### config.mk
export PLATFORM = sky130hd
export DESIGN_NAME = vector_unpack
export DESIGN_NICKNAME = d
export VERILOG_FILES = /design/src/rtl/vector_unpack.sv
export SDC_FILE = /design/constraint.sdc
export NUM_CORES = 1
export LEC_CHECK = 0
export ABC_AREA = 1
export CAP_MARGIN = 20
export CORE_MARGIN = 8
export CORE_UTILIZATION = 50
export CTS_CLUSTER_SIZE = 8
export DETAILED_ROUTE_END_ITERATION = 12
export PLACE_DENSITY = 0.8
export SKIP_LAST_GASP = 1
export SYNTH_ARGS = -nofsm -noshare
export SYNTH_HDL_FRONTEND = slang
export SYNTH_SLANG_ARGS = --single-unit
### constraint.sdc
create_clock -name clk -period 2.4 [get_ports clk]
set_clock_uncertainty 0.1 [all_clocks]
set_input_delay 0.36 -clock clk [delete_from_list [all_inputs] [get_ports clk]]
set_output_delay 0.36 -clock clk [all_outputs]
set_load 0.01 [all_outputs]
### src/rtl/vector_unpack.sv
// vector_unpack: captures a bit vector and streams out the indices of its set
// bits, lowest first, one index per accepted beat.
//   clk, rst_n          clock, asynchronous active-low reset
//   in_valid/in_ready   vector handshake, payload in_data[DATA_W-1:0]
//   out_valid/out_ready index handshake
//   out_pos             index of lowest remaining set bit
//   out_count           set-bit count of the captured word
//   out_last            final beat of the word
//   out_none            captured word was all zeros (single empty beat)
module vector_unpack #(
  parameter int unsigned DATA_W = 10,
  parameter int unsigned POS_W  = $clog2(DATA_W)
) (
  input  logic                clk,
  input  logic                rst_n,
  input  logic                in_valid,
  output logic                in_ready,
  input  logic [DATA_W-1:0]   in_data,
  output logic                out_valid,
  input  logic                out_ready,
  output logic [POS_W-1:0]    out_pos,
  output logic [POS_W:0]      out_count,
  output logic                out_last,
  output logic                out_none
);

  localparam int unsigned CNT_W = POS_W + 1;

  typedef enum logic {
    IDLE = 1'b0,
    EMIT = 1'b1
  } state_t;

  state_t              state_q, state_d;
  logic [DATA_W-1:0]   mask_q,  mask_d;
  logic [CNT_W-1:0]    count_q, count_d;

  logic                emit_c;
  logic [DATA_W-1:0]   mask_clr_c;
  logic [POS_W-1:0]    low_pos_c;
  logic [CNT_W-1:0]    pop_c;
  logic                in_fire_c;
  logic                out_fire_c;

  // State, mask and count registers.
  always_ff @(posedge clk or negedge rst_n) begin
    if (!rst_n) begin
      state_q <= IDLE;
      mask_q  <= '0;
      count_q <= '0;
    end else begin
      state_q <= state_d;
      mask_q  <= mask_d;
      count_q <= count_d;
    end
  end

  // Lowest set bit of the mask; descending scan so the lowest index wins.
  always_comb begin
    low_pos_c = '0;
    for (int i = DATA_W - 1; i >= 0; i--) begin
      if (mask_q[i]) low_pos_c = POS_W'(i);
    end
  end

  // Population count of the incoming vector.
  always_comb begin
    pop_c = '0;
    for (int i = 0; i < DATA_W; i++) begin
      pop_c = pop_c + CNT_W'(in_data[i]);
    end
  end

  // Mask with its lowest set bit removed; zero here means at most one bit left.
  assign mask_clr_c = mask_q & (mask_q - DATA_W'(1));

  // Output decode and next-state logic.
  always_comb begin
    state_d   = state_q;
    mask_d    = mask_q;
    count_d   = count_q;

    emit_c    = (state_q == EMIT);
    out_valid = emit_c;
    out_pos   = emit_c ? low_pos_c : '0;
    out_count = emit_c ? count_q : '0;
    out_last  = emit_c & (mask_clr_c == '0);
    out_none  = emit_c & (mask_q == '0);

    out_fire_c = out_valid & out_ready;
    // Accepting the last beat frees the registers for a new word on the same edge.
    in_ready   = !emit_c | (out_fire_c & out_last);
    in_fire_c  = in_valid & in_ready;

    if (out_fire_c) begin
      mask_d = mask_clr_c;
      if (out_last) state_d = IDLE;
    end

    if (in_fire_c) begin
      mask_d  = in_data;
      count_d = pop_c;
      state_d = EMIT;
    end
  end

endmodule

==> results.toml, run 1 <==
[status]
status = "complete, but fails checks"
violations = "negative setup slack"

[routing]
drtIter0Drc = 59
dr_total_vias = 1192
drc = 0
dr.pass1.iters = 4
via_per_inst = 5.07
ant_nets = 0
wl_mm = 2.93
wl_per_cell_um = 12.5

[setup_path]
crit_top_cell = "fa_1"
critPathLaunchType = "input pin"
slowest_delay_ns = 0.52
cp_max_fo = 2
reg2regPathDepth = 12
crit_chain = "buf_6 -> fa_1 -> inv_1 -> fa_1 -> fa_1 -> inv_2 -> ha_4 -> inv_2 -> fa_2 -> o21ai_1"
worstSetupPathType = "in2reg"
slowest_stage = "fa_1"
crit_arrival_ns = 2.74
cp-end-kind = "flop"
cp.required_ns = 2.47

[grt]
grt_use_total_pct = 14.5
gr-usage-met2_pct = 24.7
top_usage_layer = "met2"
grt_pass1_wl_mm = 4.97
antenna_found_initial = 0
grtUsageMet1_pct = 16.7
grt_pass1_vias = 1149
grt_max_degree = 17
grt_use_met3_pct = 2.58
grt_overflow_total = 0

[yosys]
avgSynthCellArea_um2 = 6.98
ys_ff_latch = 15
ys_warn_count = 0
ys_types = 27
synth_top_area_share_pct = 31.4
yosys.area.top_type = "dfrtp_1"
syn_nets = 193
synthCells = 171
syn_area_um2 = 1190
ys_seq_area_share_pct = 31.4
yosys-top-cells-area = "dfrtp_1 31%, nand2_1 17%, fa_1 10%"

[floorplanning]
die_w_um = 64.9
rows = 17
core_um2 = 2230
die_h_um = 64.9
ios = 27
dieArea_um2 = 4210
initial_core_util_pct = 53.4

[job]
maxCapViolCount = 0

[cts]
htree_num_levels = 1
clk-insertion-delay-late_ns = 0.28
tritoncts = "done"
clock_sinks = 15
clkTransAtPathRegs_ns = 0.09
cts_made_buffers = 3
ctsRootBufferMaster = "clkbuf_4"
postCtsHoldBufs = 0
clockBufferDepth = 2

[place]
place_ws_ns = -1.01
place.gp.congestion = 0.910
portBuffers = 25
hpwl_mm = 2.38

[timing]
tightest_slew_ns = 0.652
drv_slew = 0
relSlewSlack_pct = 56.4
min_period_ns = 2.67
final.setup.tns_ns = -0.554
final-hold-violation-count = 0
clock.fmax_ghz = 0.375
hold_slack_ns = 0.211
grt_setup_unrepaired = "true"
setup_violations = 3
setup_slack_ns = -0.265
post-route-period-util_pct = 111

[min_path]
hold_path_depth = 3
hold_path_class = "in2reg"

[cells_and_area]
utilization_pct = 70.2
fin_nets = 230
drive_gt1_share_pct = 19.8
area_delta_synth_final_pct = 31.3
multi_input_area_um2 = 694
regArea_um2 = 377
diodes = 0
fillers = 200

[pwr]
leakage_nw = 0.892
ir_worst_vdd_v = 0.000896
finalPower_mw = 2.05
power_per_cell_area_nw_per_um2 = 1310
[final cells by class]
class / instances / share of cell area [%]
multi-input combinational: 120 / 44.3
timing repair buffer: 37 / 20.4
clock buffer: 4 / 1.68
inverter: 31 / 7.42
sequential: 15 / 24.0
tap: 28 / 2.23
[path summary, 6_finish.rpt]
path	startpoint	endpoint	slack, ns
worst max-delay path	in_data[3]	count_q[1]$_DFFE_PN0P_	-0.27
worst min-delay path	in_data[0]	mask_q[0]$_DFFE_PN0P_	0.21
worst max register to register	mask_q[1]$_DFFE_PN0P_	mask_q[8]$_DFFE_PN0P_	0.39
worst min register to register	count_q[3]$_DFFE_PN0P_	count_q[3]$_DFFE_PN0P_	0.38
max in group asynchronous	rst_n	mask_q[3]$_DFFE_PN0P_	1.38
min in group asynchronous	rst_n	mask_q[6]$_DFFE_PN0P_	0.37
[report_power, final]
group	internal, mW	switching [mW]	leakage (nW)	total (mW)
Combinational	0.625	0.781	0.686	1.41
Clock	0.0646	0.0810	0.0150	0.146
Sequential	0.363	0.139	0.190	0.502
Total	1.05	1.00	0.892	2.05
[logic make-up after synthesis]
group | count (synthesis) | synth area share [%]
flops | 15 | 31.4
buf+inv | 36 | 12.7
other cells | 1 | 0.314
compound gates | 12 | 5.87
xor+xnor | 1 | 0.734
simple gates | 98 | 36.8
fa+ha+maj | 8 | 12.2
[cells in the final DEF (no fill, tap or decap), types with 5 or more instances in the layout]
master and n:
clkdlybuf4s50_1 14, buf_4 12, dfrtp_1 14, fa_1 5, inv_1 24, nor2_1 8
nand2_1 54, inv_2 6, a21oi_1 6, nand3_1 22
[worst max-delay path, delay by kind of cell]
kind	cells	cell delay, ns
AOI/OAI and AO/OA	1	0.07
buffers and inverters	4	0.26
adders and majority gates	5	2.06
[per-layer routing]
layer  wire (µm)  share of wire (%)
met1        1240                 42
met3         199                6.8
met5           0                  0
met4          80                2.7
met2        1410                 48
[stage by stage]
step,cells,cell area (µm²)
5_1_grt,235,1570
3_3_place_gp,227,1520
3_5_place_dp,227,1520
6_report,235,1570
2_1_floorplan,171,1210
4_1_cts,234,1560
[state kept, by name, indices dropped and copies added, names as in the netlist]
name and cells:
mask_q 10, count_q 4, out_valid 1
[cell usage after synthesis]
library cell,number
a21oi_1,6
buf_2,1
buf_4,2
buf_6,1
clkbuf_1,1
clkinv_1,1
conb_1,1
dfrtp_1,15
fa_1,6
ha_1,2
inv_1,29
inv_2,1
nand2_1,54
nand2_2,2
nand2_4,1
nand3_1,22
nand3b_1,2
nor2_1,9
nor2_2,4
nor2_4,1
nor3_1,2
nor3b_1,1
o21ai_0,1
o21ai_1,2
o21ai_2,2
o21bai_1,1
xor2_1,1
[repair_timing]
item	in CTS	in global routing
gates cloned	0	0
pin swaps	9	5
buffers inserted	3	1
endpoints found under the hold margin	0	0
gates resized for setup	34	5
setup endpoints to repair	9	6
Note: power is estimated with default switching activity, not from simulation.
==> inputs of run 2 (changes only) <==
Settings changed: ABC_CLOCK_PERIOD_IN_PS set to 2400, CTS_BUF_LIST set to sky130_fd_sc_hd__clkbuf_2, GPL_ROUTABILITY_DRIVEN set to 0.
==> run 2 against run 1 <==
Against the previous run:
- the flow still finishes with violations (negative setup slack)
- sequential power is 2% lower
- clock power is 12% lower
- core utilization is 2.2 points higher
- routed wire length is 6.4% higher
- die area stayed put
- clock-buffer cell count stayed put
- maximum frequency is 0.29% lower
- cell area is 3.2% higher
- first-iteration DRC count is 10% lower
- critical path depth stayed put
- critical path type unchanged
- largest cell class unchanged
- largest power group unchanged
- highest routed layer unchanged
==> results.toml, run 2 (synthesized netlist as in run 1, its figures left out) <==
[status]
status = "complete, but fails checks"
violations = "negative setup slack"

[routing]
wl_mm = 3.12
drc = 0
ant_nets = 0
drtIter0Drc = 53
dr.pass1.iters = 4
wl_per_cell_um = 13.1
dr_total_vias = 1211
via_per_inst = 5.07

[cells_and_area]
fin_nets = 234
utilization_pct = 72.4
fillers = 182
multi_input_area_um2 = 707
final_common_cell = "nand2_1"
largest_reg_flops = 10
regMostFlops = "mask_q"
regArea_um2 = 378
mostFrequentLayoutCells = "54 x nand2_1, 24 x inv_1, 22 x nand3_1"
diodes = 0
area_delta_synth_final_pct = 35.5
design_area_um2 = 1620
drive_gt1_share_pct = 23.7
final_cell_count_no_fill = 239

[timing]
relSlewSlack_pct = 54.9
min_period_ns = 2.67
clock.fmax_ghz = 0.374
setup_slack_ns = -0.273
drv_slew = 0
tightest_slew_ns = 0.674
setup_violations = 3
post-route-period-util_pct = 111
grt_setup_unrepaired = "true"
final.setup.tns_ns = -0.611
hold_slack_ns = 0.174
final-hold-violation-count = 0

[pwr]
finalPower_mw = 2.11
leakage_nw = 0.945
power_per_cell_area_nw_per_um2 = 1300
ir_worst_vdd_v = 0.000733

[floorplanning]
die_w_um = 64.9
die_h_um = 64.9
ios = 27
dieArea_um2 = 4210
initial_core_util_pct = 53.4
core_um2 = 2230
rows = 17

[cts]
ctsRootBufferMaster = "clkbuf_2"
clk-insertion-delay-late_ns = 0.28
htree_num_levels = 1
clock_sinks = 15
tritoncts = "done"
clkTransAtPathRegs_ns = 0.16
postCtsHoldBufs = 0
cts_made_buffers = 3
clockBufferDepth = 2

[setup_path]
cp.required_ns = 2.50
crit_chain = "buf_2 -> inv_2 -> fa_1 -> fa_1 -> fa_1 -> inv_2 -> ha_4 -> inv_2 -> fa_2 -> o21ai_2"
slowest_stage = "fa_1"
crit_arrival_ns = 2.77
worstSetupPathType = "in2reg"
slowest_delay_ns = 0.54
crit_buf_inv = 4
cp_max_fo = 2
cp-end-kind = "flop"
critPathLaunchType = "input pin"
worst_path_dominant_cell_family = "adder cells"

[job]
maxCapViolCount = 0

[grt]
grt_pass1_wl_mm = 5.30
grt_overflow_total = 0
grt_use_total_pct = 15.2
grt_pass1_vias = 1221
grt_max_degree = 17
antenna_found_initial = 0

[min_path]
hold_path_class = "in2reg"

[place]
place_ws_ns = -1.05
hpwl_mm = 2.42
placedCellCount = 227
portBuffers = 25
placed_cell_area_um2 = 1520
-- run 2: report_power, final --
part | internal, mW | leakage (nW) | switching, mW
sequential | 0.363 | 0.189 | 0.127
combinational | 0.668 | 0.740 | 0.823
clock | 0.0442 | 0.0166 | 0.0848
-- run 2: worst paths after layout --
check	startpoint	to	slack, ns	cells after the start
max reg2reg	mask_q[2]$_DFFE_PN0P_	mask_q[7]$_DFFE_PN0P_	0.38	13
min	in_data[0]	mask_q[0]$_DFFE_PN0P_	0.17	3
min in group asynchronous	rst_n	mask_q[8]$_DFFE_PN0P_	0.36	1
max	in_data[5]	count_q[1]$_DFFE_PN0P_	-0.27	10
max in group asynchronous	rst_n	mask_q[3]$_DFFE_PN0P_	1.36	1
min reg2reg	count_q[3]$_DFFE_PN0P_	count_q[3]$_DFFE_PN0P_	0.40	2
-- run 2: what timing repair did --
action,in CTS,in global routing
setup endpoints to repair,9,8
setup buffers,5,3
gates resized for setup,33,14
pin swaps,9,8
-- run 2: area by class of cell --
class	instances	area share (%)
Multi-Input combinational cell	120	43.7
Sequential cell	15	23.4
Timing Repair Buffer	41	22.4
Inverter	31	7.19
Tap cell	28	2.17
Clock buffer	4	1.24
-- run 2: metal layers --
| metal | vias up | global-route usage [%] | wire length, µm |
|---|---|---|---|
| met2 | 31 | 26.7 | 1580 |
| met1 | 576 | 17.5 | 1390 |
| met4 | 0 | 6.54 | 27 |
| met5 | - | 0 | 0 |
| li1 | 602 | - | - |
| met3 | 2 | 3.09 | 128 |
-- run 2: tightest hold or removal path, delay by kind of cell --
family	cells	cell delay, ns
simple gates	2	0.10
buf+inv	1	0.07
